$ cat config.mk
export PLATFORM = sky130hd
export DESIGN_NAME = tx_stream_arbiter
export DESIGN_NICKNAME = d
export VERILOG_FILES = /design/src/rtl/tx_arb_pkg.sv /design/src/rtl/tx_stream_arbiter_skp_pend_ctr.sv /design/src/rtl/tx_stream_arbiter.sv
export SDC_FILE = /design/constraint.sdc
export NUM_CORES = 1
export LEC_CHECK = 0
export ABC_AREA = 1
export CAP_MARGIN = 20
export CORE_AREA = 2 2 465 467
export DETAILED_ROUTE_END_ITERATION = 7
export DIE_AREA = 0 0 467 469
export HOLD_SLACK_MARGIN = 0.1
export PLACE_DENSITY = 0.34
export SKIP_LAST_GASP = 1
export SLEW_MARGIN = 20
export SYNTH_ARGS = -nofsm -noshare
export SYNTH_HDL_FRONTEND = slang
export SYNTH_HIERARCHICAL = 1
export SYNTH_SLANG_ARGS = --single-unit
$ cat constraint.sdc
create_clock -name clk -period 3.4 [get_ports clk]
set_input_delay 0.68 -clock clk [delete_from_list [all_inputs] [get_ports clk]]
set_output_delay 0.68 -clock clk [all_outputs]
set_load 0.005 [all_outputs]
$ cat src/rtl/tx_arb_pkg.sv
// Package: tx_arb_pkg
// Shared types and helpers for the TX stream arbiter.
//   src_e       : encoding of the source of an output beat (tx_sel)
//   arb_state_e : arbiter FSM state
//   arbitrate() : fixed-priority pick SKP > OS > DL
//   state_to_src(): map a granted state onto its tx_sel encoding
package tx_arb_pkg;

  typedef enum logic [1:0] {
    SRC_OS   = 2'd0,
    SRC_SKP  = 2'd1,
    SRC_DL   = 2'd2,
    SRC_IDLE = 2'd3
  } src_e;

  typedef enum logic [1:0] {
    IDLE = 2'd0,
    OS   = 2'd1,
    SKP  = 2'd2,
    DL   = 2'd3
  } arb_state_e;

  // Inputs are already qualified (SKP needs pending>0, DL needs link_up).
  function automatic arb_state_e arbitrate(input logic skp_ok,
                                           input logic os_ok,
                                           input logic dl_ok);
    arb_state_e pick;
    pick = IDLE;
    if (skp_ok)     pick = SKP;
    else if (os_ok) pick = OS;
    else if (dl_ok) pick = DL;
    return pick;
  endfunction

  function automatic src_e state_to_src(input arb_state_e s);
    src_e sel;
    case (s)
      OS:      sel = SRC_OS;
      SKP:     sel = SRC_SKP;
      DL:      sel = SRC_DL;
      default: sel = SRC_IDLE;
    endcase
    return sel;
  endfunction

endpackage

$ cat src/rtl/tx_stream_arbiter_skp_pend_ctr.sv
// Module: skp_pend_ctr
// Saturating up/down counter of SKP ordered sets that are due but not yet sent,
// plus a sticky overflow flag.
// Ports:
//   clk, rst   : clock, synchronous active-low reset
//   inc        : one more SKP is due (skp_tick)
//   dec        : the last beat of an SKP was accepted
//   count      : pending SKP count, saturates at 2**W-1
//   overflow   : sticky, set when inc arrives with count saturated
module skp_pend_ctr #(
  parameter int W = 3
) (
  input  logic         clk,
  input  logic         rst,
  input  logic         inc,
  input  logic         dec,
  output logic [W-1:0] count,
  output logic         overflow
);

  localparam logic [W-1:0] CNT_MAX = '1;

  always_ff @(posedge clk) begin
    if (!rst) begin
      count    <= '0;
      overflow <= 1'b0;
    end else if (inc && !dec) begin
      // A tick that cannot be counted is lost; remember that it happened.
      if (count == CNT_MAX) overflow <= 1'b1;
      else                  count    <= count + 1'b1;
    end else if (dec && !inc && (count != '0)) begin
      count <= count - 1'b1;
    end
    // inc && dec together: one SKP due, one sent -> count unchanged.
  end

endmodule

$ cat src/rtl/tx_stream_arbiter.sv
// Module: tx_stream_arbiter
// Shares the PHY TX datapath between the ordered-set creator (OS), the SKP
// generator (SKP) and the data link layer (DL). Grants change only on packet
// boundaries, so SKP is only ever inserted between packets.
// Ports:
//   clk, rst                 : clock, synchronous active-low reset
//   back_pressure            : PIPE stall, nothing is accepted while high
//   link_up                  : enables new DL grants
//   skp_tick                 : one more SKP ordered set is due
//   os_/skp_/dl_ valid,last,data,k : source beats;  *_ready : beat accepted
//   tx_valid,tx_data,tx_k    : registered output beat
//   tx_sel                   : source of the output beat (src_e)
//   tx_pkt_start             : output beat is the first beat of a packet
//   skp_done                 : pulse, last SKP beat was accepted
//   skp_overflow             : sticky, SKP tick lost at saturated pending count
//   state_dbg                : arbiter FSM state
//   skp_pend                 : pending SKP count
// Build option: ARB_IDLE_FILL_EN -- when defined, cycles without an accepted
// beat (no stall, link up) output a logical-idle beat (tx_valid=1, zero data,
// tx_sel=SRC_IDLE). Undefined: such cycles output tx_valid=0.
//
// Handshake: a beat transfers when <src>_valid & <src>_ready. <src>_ready is
// combinational: high when that source holds (or, from IDLE, wins) the grant,
// back_pressure is low and rst is high. From IDLE, ready depends on the
// source's own valid through arbitration; sources must not wait for ready
// before raising valid.
module tx_stream_arbiter
  import tx_arb_pkg::*;
#(
  parameter int DATA_WIDTH = 256,
  parameter int MAX_LANES  = 32,
  parameter int SKP_PEND_W = 3
) (
  input  logic                  clk,
  input  logic                  rst,
  input  logic                  back_pressure,
  input  logic                  link_up,
  input  logic                  skp_tick,
  input  logic                  os_valid,
  input  logic                  os_last,
  input  logic [DATA_WIDTH-1:0] os_data,
  input  logic [MAX_LANES-1:0]  os_k,
  output logic                  os_ready,
  input  logic                  skp_valid,
  input  logic                  skp_last,
  input  logic [DATA_WIDTH-1:0] skp_data,
  input  logic [MAX_LANES-1:0]  skp_k,
  output logic                  skp_ready,
  input  logic                  dl_valid,
  input  logic                  dl_last,
  input  logic [DATA_WIDTH-1:0] dl_data,
  input  logic [MAX_LANES-1:0]  dl_k,
  output logic                  dl_ready,
  output logic                  tx_valid,
  output logic [DATA_WIDTH-1:0] tx_data,
  output logic [MAX_LANES-1:0]  tx_k,
  output src_e                  tx_sel,
  output logic                  tx_pkt_start,
  output logic                  skp_done,
  output logic                  skp_overflow,
  output arb_state_e            state_dbg,
  output logic [SKP_PEND_W-1:0] skp_pend
);

  arb_state_e            state;
  arb_state_e            grant;
  arb_state_e            next_grant;
  logic                  started;   // a beat of the current grant was accepted
  logic                  skp_elig;
  logic                  dl_elig;
  logic                  cur_valid;
  logic                  cur_last;
  logic [DATA_WIDTH-1:0] cur_data;
  logic [MAX_LANES-1:0]  cur_k;
  logic                  acc;
  logic                  pkt_start;
  logic                  skp_dec;

  assign skp_elig  = (skp_pend != '0) & skp_valid;
  assign dl_elig   = dl_valid & link_up;
  assign state_dbg = state;

  always_comb begin
    // From IDLE the winner is granted in the same cycle.
    grant = state;
    if (state == IDLE) grant = arbitrate(skp_elig, os_valid, dl_elig);

    cur_valid = 1'b0;
    cur_last  = 1'b0;
    cur_data  = '0;
    cur_k     = '0;
    case (grant)
      OS:  begin cur_valid = os_valid;  cur_last = os_last;  cur_data = os_data;  cur_k = os_k;  end
      SKP: begin cur_valid = skp_valid; cur_last = skp_last; cur_data = skp_data; cur_k = skp_k; end
      DL:  begin cur_valid = dl_valid;  cur_last = dl_last;  cur_data = dl_data;  cur_k = dl_k;  end
      default: ;
    endcase

    acc       = rst & ~back_pressure & cur_valid;
    pkt_start = acc & ((state == IDLE) | ~started);
    skp_dec   = acc & cur_last & (grant == SKP);

    // Re-arbitration for the cycle after a last beat. The finishing source's
    // valid belongs to the beat being consumed now, so it cannot claim the
    // next packet; masking it also lets the other sources take their turn.
    next_grant = arbitrate(skp_elig & (grant != SKP),
                           os_valid & (grant != OS),
                           dl_elig  & (grant != DL));

    os_ready  = rst & ~back_pressure & (grant == OS);
    skp_ready = rst & ~back_pressure & (grant == SKP);
    dl_ready  = rst & ~back_pressure & (grant == DL);
  end

  always_ff @(posedge clk) begin
    if (!rst) begin
      state        <= IDLE;
      started      <= 1'b0;
      tx_valid     <= 1'b0;
      tx_data      <= '0;
      tx_k         <= '0;
      tx_sel       <= SRC_OS;
      tx_pkt_start <= 1'b0;
      skp_done     <= 1'b0;
    end else begin
      if (acc) begin
        if (cur_last) begin
          state   <= next_grant;
          started <= 1'b0;
        end else begin
          state   <= grant;
          started <= 1'b1;
        end
      end

      tx_valid     <= acc;
      tx_data      <= acc ? cur_data : '0;
      tx_k         <= acc ? cur_k : '0;
      tx_sel       <= acc ? state_to_src(grant) : SRC_OS;
      tx_pkt_start <= pkt_start;
      skp_done     <= skp_dec;
`ifdef ARB_IDLE_FILL_EN
      if (!acc && !back_pressure && link_up) begin
        tx_valid <= 1'b1;
        tx_sel   <= SRC_IDLE;
      end
`endif
    end
  end

  skp_pend_ctr #(
    .W(SKP_PEND_W)
  ) u_skp_pend_ctr (
    .clk      (clk),
    .rst      (rst),
    .inc      (skp_tick),
    .dec      (skp_dec),
    .count    (skp_pend),
    .overflow (skp_overflow)
  );

endmodule

==> metrics, run 1 <==
outcome complete, no violations; fraction of the cycle the final worst path needs 0.954; DRT iter0 DRCs 859; most frequent cell after synthesis nand2_1; die outline area 0.219 mm^2; clock skew 42.9 ps; Setup CP Type in -> out; Critical Path Start Type input port; Area Overhead vs Synth 140%; Post-synth top cells nand2_1, dfxtp_1, a31oi_1; CTS Hold Bufs 0; DR pass1 iterations 5; internal power 8.30 mW; residual DRC count 0; vias per cell 3.02; Clock transition at path regs 60 ps; final hold vios 0; antenna viol nets, final 0; nets@finish 3732; largest net degree at the start of global routing 101; clock period minus worst slack 3240 ps; Synth Net Count 2561; Leak 9.57 nW; asr flop ratio synth 0; worst setup margin 155 ps; flop-to-flop setup slack 740 ps; relative slew slack 0.472; CORE AREA 0.214 mm^2; DP Worst Slack 23.8 ps; Synth Instances 1681; HP Class reg -> reg; initial cell density of the core 0.0570; Max clock buf depth 3; mean post-synth cell area 7.25 um^2; peak supply drop 327 uV; crit end category output port; Achievable Freq 0.308 GHz; Port Buf Inserts 1176; CP Max Fanout 6; Synth Flop Type dfxtp_1; WL final 155 mm; Critical Path RT 2720 ps; PwrDens 425 mW/mm^2; Sw Ratio 0.333; Worst-Skew Late Latency 690 ps; Finish-stage setup viols 0; RSZ-0062 raised after global routing false; Synth area leader dfxtp_1; Rows 170; Clk Tree Root Cell clkbuf_16; gr ovfl total 0; total vias in the final route 17400; GPL Wtd Cong 0.889; share of cells above drive strength 1 0.0562; R2R Path End u_skp_pend_ctr/count[1]$_SDFFE_PN0P_; max-slew violation count 0; fill count 24700; Hold WS 472 ps; YS warnings 6; Sequential cell area 0.00601 mm^2; Routed WL per cell 27.0 um; vias in the first global route 18000; initial antenna violation count 136; Post-CTS Repair Setup Buffers 0; Seq pwr share 0.298; NetSw 4.15 mW; EDFF count, synth 0; Worst Setup EP dl_ready; worst flop-to-flop path startpoint u_skp_pend_ctr/count[1]$_SDFFE_PN0P_; global-route total usage across every layer 0.135; clock group share of total power 0.422; post-synthesis sequential area ratio 0.493; CTS HTree Levels 2; CTS tree yes; dpl hpwl 135 mm; # IOs 1177; Sink Count 300; CTS Buf Count 47; Post-Syn Area 0.0122 mm^2; PostCTS Resize Cnt 0; power share of the combinational group 0.280; Synth top area share 0.493; register bit total from synthesis 300; Chip Height 469 um; Multi-input gate area 0.00548 mm^2; CP startpoint os_valid; FF-to-FF path depth 16; Synth cell types 22; max_cap viols 0; final core utilization 0.137; chip width 467 um; CP arrival 2560 ps; Worst Tran Pin Value 792 ps; first-pass GRT wire length 190 mm; Area contributors post-synth dfxtp_1, nand2_1, a31oi_1, buf_2, clkbuf_1
-- power by group through the flow --
stage | logic, mW | registers [mW] | clock network (mW)
CTS | 3.57 | 3.72 | 5.54
floorplan | 1.19 | 3.78 | 0
global route | 3.78 | 3.72 | 5.58
finish | 3.49 | 3.71 | 5.25
detailed placement | 3.55 | 3.79 | 0
global placement | 3.56 | 3.79 | 0
-- worst min path at each step --
stage / start / endpoint / slack, ps / cells after the start
detailed placement: started$_SDFFE_PN0P_ / tx_pkt_start$_SDFF_PN0_ / 470 / 1
global placement: u_skp_pend_ctr/overflow$_SDFFE_PN0P_ / u_skp_pend_ctr/overflow$_SDFFE_PN0P_ / 460 / 1
floorplan: started$_SDFFE_PN0P_ / tx_pkt_start$_SDFF_PN0_ / 400 / 1
finish: started$_SDFFE_PN0P_ / tx_pkt_start$_SDFF_PN0_ / 470 / 1
global route: started$_SDFFE_PN0P_ / tx_pkt_start$_SDFF_PN0_ / 490 / 1
CTS: dl_data[141] / tx_data[141]$_SDFF_PN0_ / 460 / 3
-- registers in the layout, indices dropped and copies added (netlist names) --
name and count:
skp_done 1, started 1, state_dbg 2, tx_data 256, tx_k 32, tx_pkt_start 1
tx_sel 2, tx_valid 1, u_skp_pend_ctr/count 3, u_skp_pend_ctr/overflow 1
-- cell type report --
class / count / share of cell area
inverters: 21 / 0.00269
well taps: 2838 / 0.121
repair buffers: 1252 / 0.427
multi-input cells: 1230 / 0.187
diodes: 35 / 0.00299
clock inverters: 18 / 0.00816
flip-flops and latches: 300 / 0.205
clock buffers: 63 / 0.0457
-- metal layers --
layer,part of all wire,track usage,wire (um),vias up
met5,0.0040,0.00584,623,-
li1,-,-,-,7941
met1,0.36,0.141,55900,8034
met4,0.036,0.0519,5650,70
met2,0.43,0.206,66800,1094
met3,0.17,0.0981,26300,254
-- worst max-delay path, cell delays in order --
cell,delay (ps)
clkdlybuf4s50_1,500
inv_1,90
a21oi_1,140
nand2_1,60
nand2_1,110
buf_4,140
ha_4,180
inv_1,50
nor2_1,90
clkdlybuf4s50_1,530
-- kinds of logic (layout without fill, tap and decap cells) --
kind of cell | count (synthesis) | in the layout | share of synthesized area
buffers and inverters | 151 | 1354 | 0.0613
other | 0 | 35 | 0
flip-flops | 300 | 300 | 0.493
adder cells (fa/ha/maj) | 5 | 5 | 0.00575
AO/OA/AOI/OAI | 300 | 300 | 0.153
AND/OR/NAND/NOR | 925 | 925 | 0.287
-- per-stage QoR --
stage	cells	TNS (ps)	power, mW	area [um^2]
3_3_place_gp	5641	-121	7.35	27600
4_1_cts	5722	0	12.8	29200
5_1_grt	5736	0	13.1	29200
2_1_floorplan	1681	0	4.97	12200
3_5_place_dp	5641	0	7.34	27600
6_report	5757	0	12.5	29300
-- cell usage in the layout, fill, tap and decap left out, drive strengths merged --
cell type | synthesis | layout
a21oi | 5 | 5
a31oi | 288 | 288
buf | 78 | 77
bufinv | 0 | 4
clkbuf | 52 | 63
clkdlybuf4s50 | 0 | 1174
clkinv | 0 | 11
clkinvlp | 0 | 2
dfxtp | 300 | 300
diode | 0 | 35
dlymetal6s2s | 0 | 1
fa | 1 | 1
ha | 4 | 4
inv | 21 | 22
nand2 | 891 | 891
nand3 | 10 | 10
nor2 | 21 | 21
nor3 | 2 | 2
o21a | 1 | 1
o21ai | 5 | 5
o22ai | 1 | 1
or2 | 1 | 1
No activity file was read; power rests on OpenSTA's default activity.
==> run 2: changes to the inputs <==
--- a/config.mk
+++ b/config.mk
@@ -6,14 +6,16 @@
 export NUM_CORES = 1
 export LEC_CHECK = 0
 export ABC_AREA = 1
+export ABC_CLOCK_PERIOD_IN_PS = 3400
 export CAP_MARGIN = 20
 export CORE_AREA = 2 2 465 467
 export DETAILED_ROUTE_END_ITERATION = 7
 export DIE_AREA = 0 0 467 469
 export HOLD_SLACK_MARGIN = 0.1
 export PLACE_DENSITY = 0.34
+export SETUP_SLACK_MARGIN = 0.3
 export SKIP_LAST_GASP = 1
-export SLEW_MARGIN = 20
+export SLEW_MARGIN = 10
 export SYNTH_ARGS = -nofsm -noshare
 export SYNTH_HDL_FRONTEND = slang
 export SYNTH_HIERARCHICAL = 1
==> run 2 against run 1 <==
Via count hardly changed. Hold slack is essentially flat. Total power rose by 0.13%. Final area about the same. Critical endpoint is now os_ready. Largest cell class unchanged. Largest power group unchanged.
==> metrics, run 2 (synthesis gave the netlist of run 1 again) <==
WL final 156 mm; residual DRC count 0; most frequent cells in the layout clkdlybuf4s50_1, nand2_1, dfxtp_1, a31oi_1, buf_4; most common cell after layout, fill and taps aside clkdlybuf4s50_1; initial cell density of the core 0.0570; Leak 9.57 nW; Hold WS 472 ps; DRT iter0 DRCs 863; flop-to-flop setup slack 730 ps; Clock transition at path regs 60 ps; Worst Setup EP os_ready; worst flop-to-flop path startpoint u_skp_pend_ctr/count[1]$_SDFFE_PN0P_; DP Worst Slack 23.8 ps; Chip Height 469 um; Achievable Freq 0.336 GHz; CTS Buf Count 47; initial antenna violation count 136; # IOs 1177; Crit-path slowest cell clkdlybuf4s50_1; CTS HTree Levels 2; GPL Wtd Cong 0.889; Worst Tran Pin Value 795 ps; Worst-Skew Late Latency 690 ps; Top Registers tx_data: 256 flops, tx_k: 32 flops, u_skp_pend_ctr/count: 3 flops; R2R Path End u_skp_pend_ctr/count[1]$_SDFFE_PN0P_; global-route total usage across every layer 0.135; clock skew 42.5 ps; Port Buf Inserts 1176; Critical Path, Cell by Cell clkdlybuf4s50_1 -> inv_1 -> a21oi_1 -> nand2_1 -> nand2_2 -> buf_4 -> ha_4 -> inv_1 -> nor2_1 -> clkdlybuf4s15_1; worst setup margin 420 ps; Critical Path RT 2720 ps; total power 12.5 mW; total vias in the final route 17400; Clk Tree Root Cell clkbuf_16; antenna viol nets, final 0; clock period minus worst slack 2980 ps; vias per cell 3.02; chip width 467 um; gr ovfl total 0; CTS Hold Bufs 0; DR pass1 iterations 5; final core utilization 0.137; cell mode on critical path inv_1; Area Overhead vs Synth 140%; dpl hpwl 135 mm; vias in the first global route 18000; PwrDens 425 mW/mm^2; CP startpoint os_valid; Rows 170; Sink Count 300; peak supply drop 328 uV; first-pass GRT wire length 190 mm; relative slew slack 0.470; share of cells above drive strength 1 0.0579; largest net degree at the start of global routing 101; FF-to-FF path depth 16; CORE AREA 0.214 mm^2; crit end category output port; Setup CP Type in -> out; Slowest Stage Delay on Critical Path 500 ps; HP Class reg -> reg; Critical Path Start Type input port; max-slew violation count 0; worst hold path depth 1; final hold vios 0; Routed WL per cell 27.0 um; Finish-stage setup viols 0; CP arrival 2300 ps; outcome complete, no violations; RSZ-0062 raised after global routing false; Max clock buf depth 3; largest reg by FF count tx_data; CTS tree yes; max_cap viols 0; max reg flops 256; die outline area 0.219 mm^2; CP Max Fanout 6; fraction of the cycle the final worst path needs 0.877; nets@finish 3734
run 2: what timing repair did:
item	in CTS	in global routing
pin swaps	0	1
gates resized for setup	7	6
endpoints found under the setup margin	3	3
buffers inserted	0	2
hold endpoints to repair	0	0
run 2: how the worst min path moves through the flow:
stage | startpoint | endpoint | slack (ps)
6_report | started$_SDFFE_PN0P_ | tx_pkt_start$_SDFF_PN0_ | 470
5_1_grt | started$_SDFFE_PN0P_ | tx_pkt_start$_SDFF_PN0_ | 490
4_1_cts | dl_data[141] | tx_data[141]$_SDFF_PN0_ | 460
3_5_place_dp | started$_SDFFE_PN0P_ | tx_pkt_start$_SDFF_PN0_ | 470
3_3_place_gp | u_skp_pend_ctr/overflow$_SDFFE_PN0P_ | u_skp_pend_ctr/overflow$_SDFFE_PN0P_ | 460
2_1_floorplan | started$_SDFFE_PN0P_ | tx_pkt_start$_SDFF_PN0_ | 400
run 2: report_power, final:
group | internal, mW | switching (mW) | leakage, nW
sequential | 3.65 | 0.0613 | 2.42
clock | 3.05 | 2.20 | 0.775
combinational | 1.60 | 1.90 | 6.37
total | 8.31 | 4.16 | 9.57
run 2: critical path, delay by kind of cell:
kind / cells / cell delay, ps
buf+inv: 5 / 1020
simple gates: 3 / 300
fa+ha+maj: 1 / 170
compound gates: 1 / 140
run 2: metrics by stage:
stage                     std cells  instance area, um^2  setup TNS [ps]
after global placement         5641                27600            -121
final                          5758                29300               0
after CTS                      5722                29200               0
after global routing           5738                29300               0
after floorplan                1681                12200               0
after detailed placement       5641                27600               0
run 2: routing by layer:
metal | global-route usage | part of all wire | up-vias
li1 | - | - | 7946
met1 | 0.141 | 0.36 | 8058
met2 | 0.206 | 0.43 | 1068
met3 | 0.0981 | 0.17 | 257
met4 | 0.0519 | 0.037 | 70
met5 | 0.00584 | 0.0040 | -
run 2: final cells by class:
class / instances / area [um^2]
inverters: 21 / 78.8
clock buffers: 63 / 1340
diodes: 34 / 85.1
fillers: 24700 / 184000
well taps: 2838 / 3550
flip-flops and latches: 300 / 6010
multi-input cells: 1230 / 5490
clock inverters: 18 / 239
repair buffers: 1254 / 12500
==> run 3: changes to the inputs <==
--- a/config.mk
+++ b/config.mk
@@ -5,14 +5,13 @@
 export SDC_FILE = /design/constraint.sdc
 export NUM_CORES = 1
 export LEC_CHECK = 0
-export ABC_AREA = 1
 export ABC_CLOCK_PERIOD_IN_PS = 3400
 export CAP_MARGIN = 20
-export CORE_AREA = 2 2 465 467
+export CORE_AREA = 2 2 463 465
 export DETAILED_ROUTE_END_ITERATION = 7
-export DIE_AREA = 0 0 467 469
+export DIE_AREA = 0 0 465 467
 export HOLD_SLACK_MARGIN = 0.1
-export PLACE_DENSITY = 0.34
+export PLACE_DENSITY = 0.33
 export SETUP_SLACK_MARGIN = 0.3
 export SKIP_LAST_GASP = 1
 export SLEW_MARGIN = 10
==> run 3 against run 2 <==
The flow now finishes with violations (design-rule violations). First-iteration DRC count is 120% higher. Flip-flop and latch count stayed put. Maximum frequency is 7.1% lower. Hold slack worse by 13 ps. Worst setup slack worse by 230 ps. Critical endpoint is now dl_ready. Largest cell class unchanged. Largest power group unchanged.
==> metrics, run 3 <==
outcome complete, but fails checks; failing checks design-rule violations; peak supply drop 428 uV; die outline area 0.217 mm^2; Seq pwr share 0.258; CTS HTree Levels 2; worst hold path depth 2; chip width 465 um; CORE AREA 0.212 mm^2; combinational family with the most area after synthesis compound AO/OA/AOI/OAI gates; CTS Buf Count 51; vias in the first global route 16300; Post-DP Area 0.0266 mm^2; Synth Instances 1081; CP Max Fanout 3; worst flop-to-flop path startpoint u_skp_pend_ctr/count[1]$_SDFFE_PN0P_; antenna viol nets, final 0; clock group share of total power 0.415; max_cap viols 0; # IOs 1177; Worst-Skew Late Latency 690 ps; Simple-Gate Fraction of Synth Area 0.115; most frequent cell after synthesis dfxtp_1; Design Area, Final 0.0289 mm^2; register bit total from synthesis 300; CTS tree yes; Rows 169; Synth area leader dfxtp_1; flop-to-flop setup slack 220 ps; Synth Area in Adders 0.00636; max reg flops 256; initial antenna violation count 213; vias per cell 3.17; R2R Path End u_skp_pend_ctr/count[1]$_SDFFE_PN0P_; Clk Tree Root Cell clkbuf_16; Worst Tran Pin Value 1110 ps; residual DRC count 19; Hold Crit Endpoint started$_SDFFE_PN0P_; placed insts 5024; asr flop ratio synth 0; initial cell density of the core 0.0521; Chip Height 467 um; Critical Path RT 2720 ps; fill count 24000; Synth top area share 0.545; post-synthesis sequential area ratio 0.545; fraction of the cycle the final worst path needs 0.943; Total Neg Setup Slack 0 ps; Critical Path Start Type flop; RSZ-0062 raised after global routing true; total vias in the final route 16400; Sink Count 300; Port Buf Inserts 1176; relative slew slack 0.263; nets@finish 3152; Clock transition at path regs 60 ps; Achievable Freq 0.312 GHz; DRT iter0 DRCs 1885; YS warnings 6; multiplexer area fraction after synthesis 0.00227; Finish-stage setup viols 0; HP Class reg -> reg; Routed WL per cell 32.4 um; final cell count without fillers 5171; Area Overhead vs Synth 162%; CTS Hold Bufs 0; WL final 168 mm; xor-xnor portion of the synthesized cell area 0; global-route total usage across every layer 0.145; DR pass1 iterations 8; clock period minus worst slack 3210 ps; largest net degree at the start of global routing 125; CP arrival 2530 ps; Max clock buf depth 3; PwrDens 500 mW/mm^2; NetSw 4.81 mW; Setup CP Type reg -> out; internal power 9.65 mW; mean post-synth cell area 10.2 um^2; gr ovfl total 0; Sw Ratio 0.333; Top Registers tx_data: 256 flops, tx_k: 32 flops, u_skp_pend_ctr/count: 3 flops; FF-to-FF path depth 14; Synth Flop Type dfxtp_1; crit end category output port; Synth cell types 40; Post-synth top cells dfxtp_1, nor2_1, a222oi_1; GPL Wtd Cong 0.821; worst hold start started$_SDFFE_PN0P_; Leak 9.63 nW; share of cells above drive strength 1 0.0908; most frequent cells in the layout clkdlybuf4s50_1, dfxtp_1, nor2_1, a222oi_1, buf_4; final core utilization 0.137; max-slew violation count 0; dpl hpwl 141 mm; clock skew 42.6 ps; Synth Area in Compound Gates 0.279; Post-Syn Area 0.0110 mm^2; final hold vios 0; most common cell after layout, fill and taps aside clkdlybuf4s50_1; Area contributors post-synth dfxtp_1, a222oi_1, nor2_1, clkbuf_1, buf_2; first-pass GRT wire length 199 mm; power share of the combinational group 0.326; total power 14.5 mW; EDFF count, synth 0; largest reg by FF count tx_data; Synth Net Count 1961
## run 3: layout make-up
cell class	instances	area [um^2]	share of cell area
multi-input cells	644	4550	0.157
clock buffers	67	1440	0.0497
inverters	6	25.0	0.000866
clock inverters	28	423	0.0146
flip-flops and latches	300	6010	0.208
repair buffers	1269	12800	0.444
well taps	2821	3530	0.122
diodes	36	90.1	0.00312
## run 3: how the worst max path moves through the flow
stage                                                    start                                    to  slack, ps  cells past startpoint
after floorplan           u_skp_pend_ctr/count[1]$_SDFFE_PN0P_  u_skp_pend_ctr/count[1]$_SDFFE_PN0P_        -70                     17
after global placement                                dl_valid  u_skp_pend_ctr/count[1]$_SDFFE_PN0P_       -510                     16
after detailed placement                              dl_valid  u_skp_pend_ctr/count[1]$_SDFFE_PN0P_       -480                     15
after CTS                 u_skp_pend_ctr/count[1]$_SDFFE_PN0P_                              dl_ready        100                      8
after global routing      u_skp_pend_ctr/count[1]$_SDFFE_PN0P_  u_skp_pend_ctr/count[1]$_SDFFE_PN0P_         60                     14
final                     u_skp_pend_ctr/count[1]$_SDFFE_PN0P_                              dl_ready        190                      8
## run 3: layer usage
layer  wire [um]  share of wire  global-route usage
met1       52800           0.31               0.131
met2       79300           0.47               0.245
met3       30400           0.18               0.120
met4        4340          0.026              0.0375
met5         901         0.0054                   0
## run 3: what timing repair did
action | CTS | global route
cloned | 3 | 5
setup buffers | 5 | 3
setup endpoints to repair | 155 | 189
pin swaps | 10 | 7
resized for setup | 25 | 16
## run 3: cells by family after synthesis
| group | Yosys count |
|---|---|
| and+or+nand+nor | 321 |
| AOI/OAI and AO/OA | 316 |
| DFF | 300 |
| muxes | 2 |
| buffers and inverters | 137 |
| adders and majority gates | 5 |
## run 3: power groups by stage
stage	sequential (mW)	combinational, mW	clock [mW]
detailed placement	3.81	4.55	0
global route	3.75	5.02	6.40
floorplan	3.82	1.69	0
finish	3.73	4.72	6.01
global placement	3.81	4.58	0
CTS	3.73	4.74	6.34
## run 3: critical path, stage by stage (launching register included)
cell and delay [ps]:
dfxtp_4 340, or3_4 370, a311o_1 300, buf_6 140
ha_4 170, buf_6 110, buf_6 110, and2_4 130
buf_12 130
## run 3: per-stage QoR
stage | setup slack, ps | hold WS (ps)
3_3_place_gp | -511 | 449
2_1_floorplan | -74.9 | 436
6_report | 193 | 459
5_1_grt | 56.4 | 497
3_5_place_dp | -484 | 452
4_1_cts | 98.4 | 459
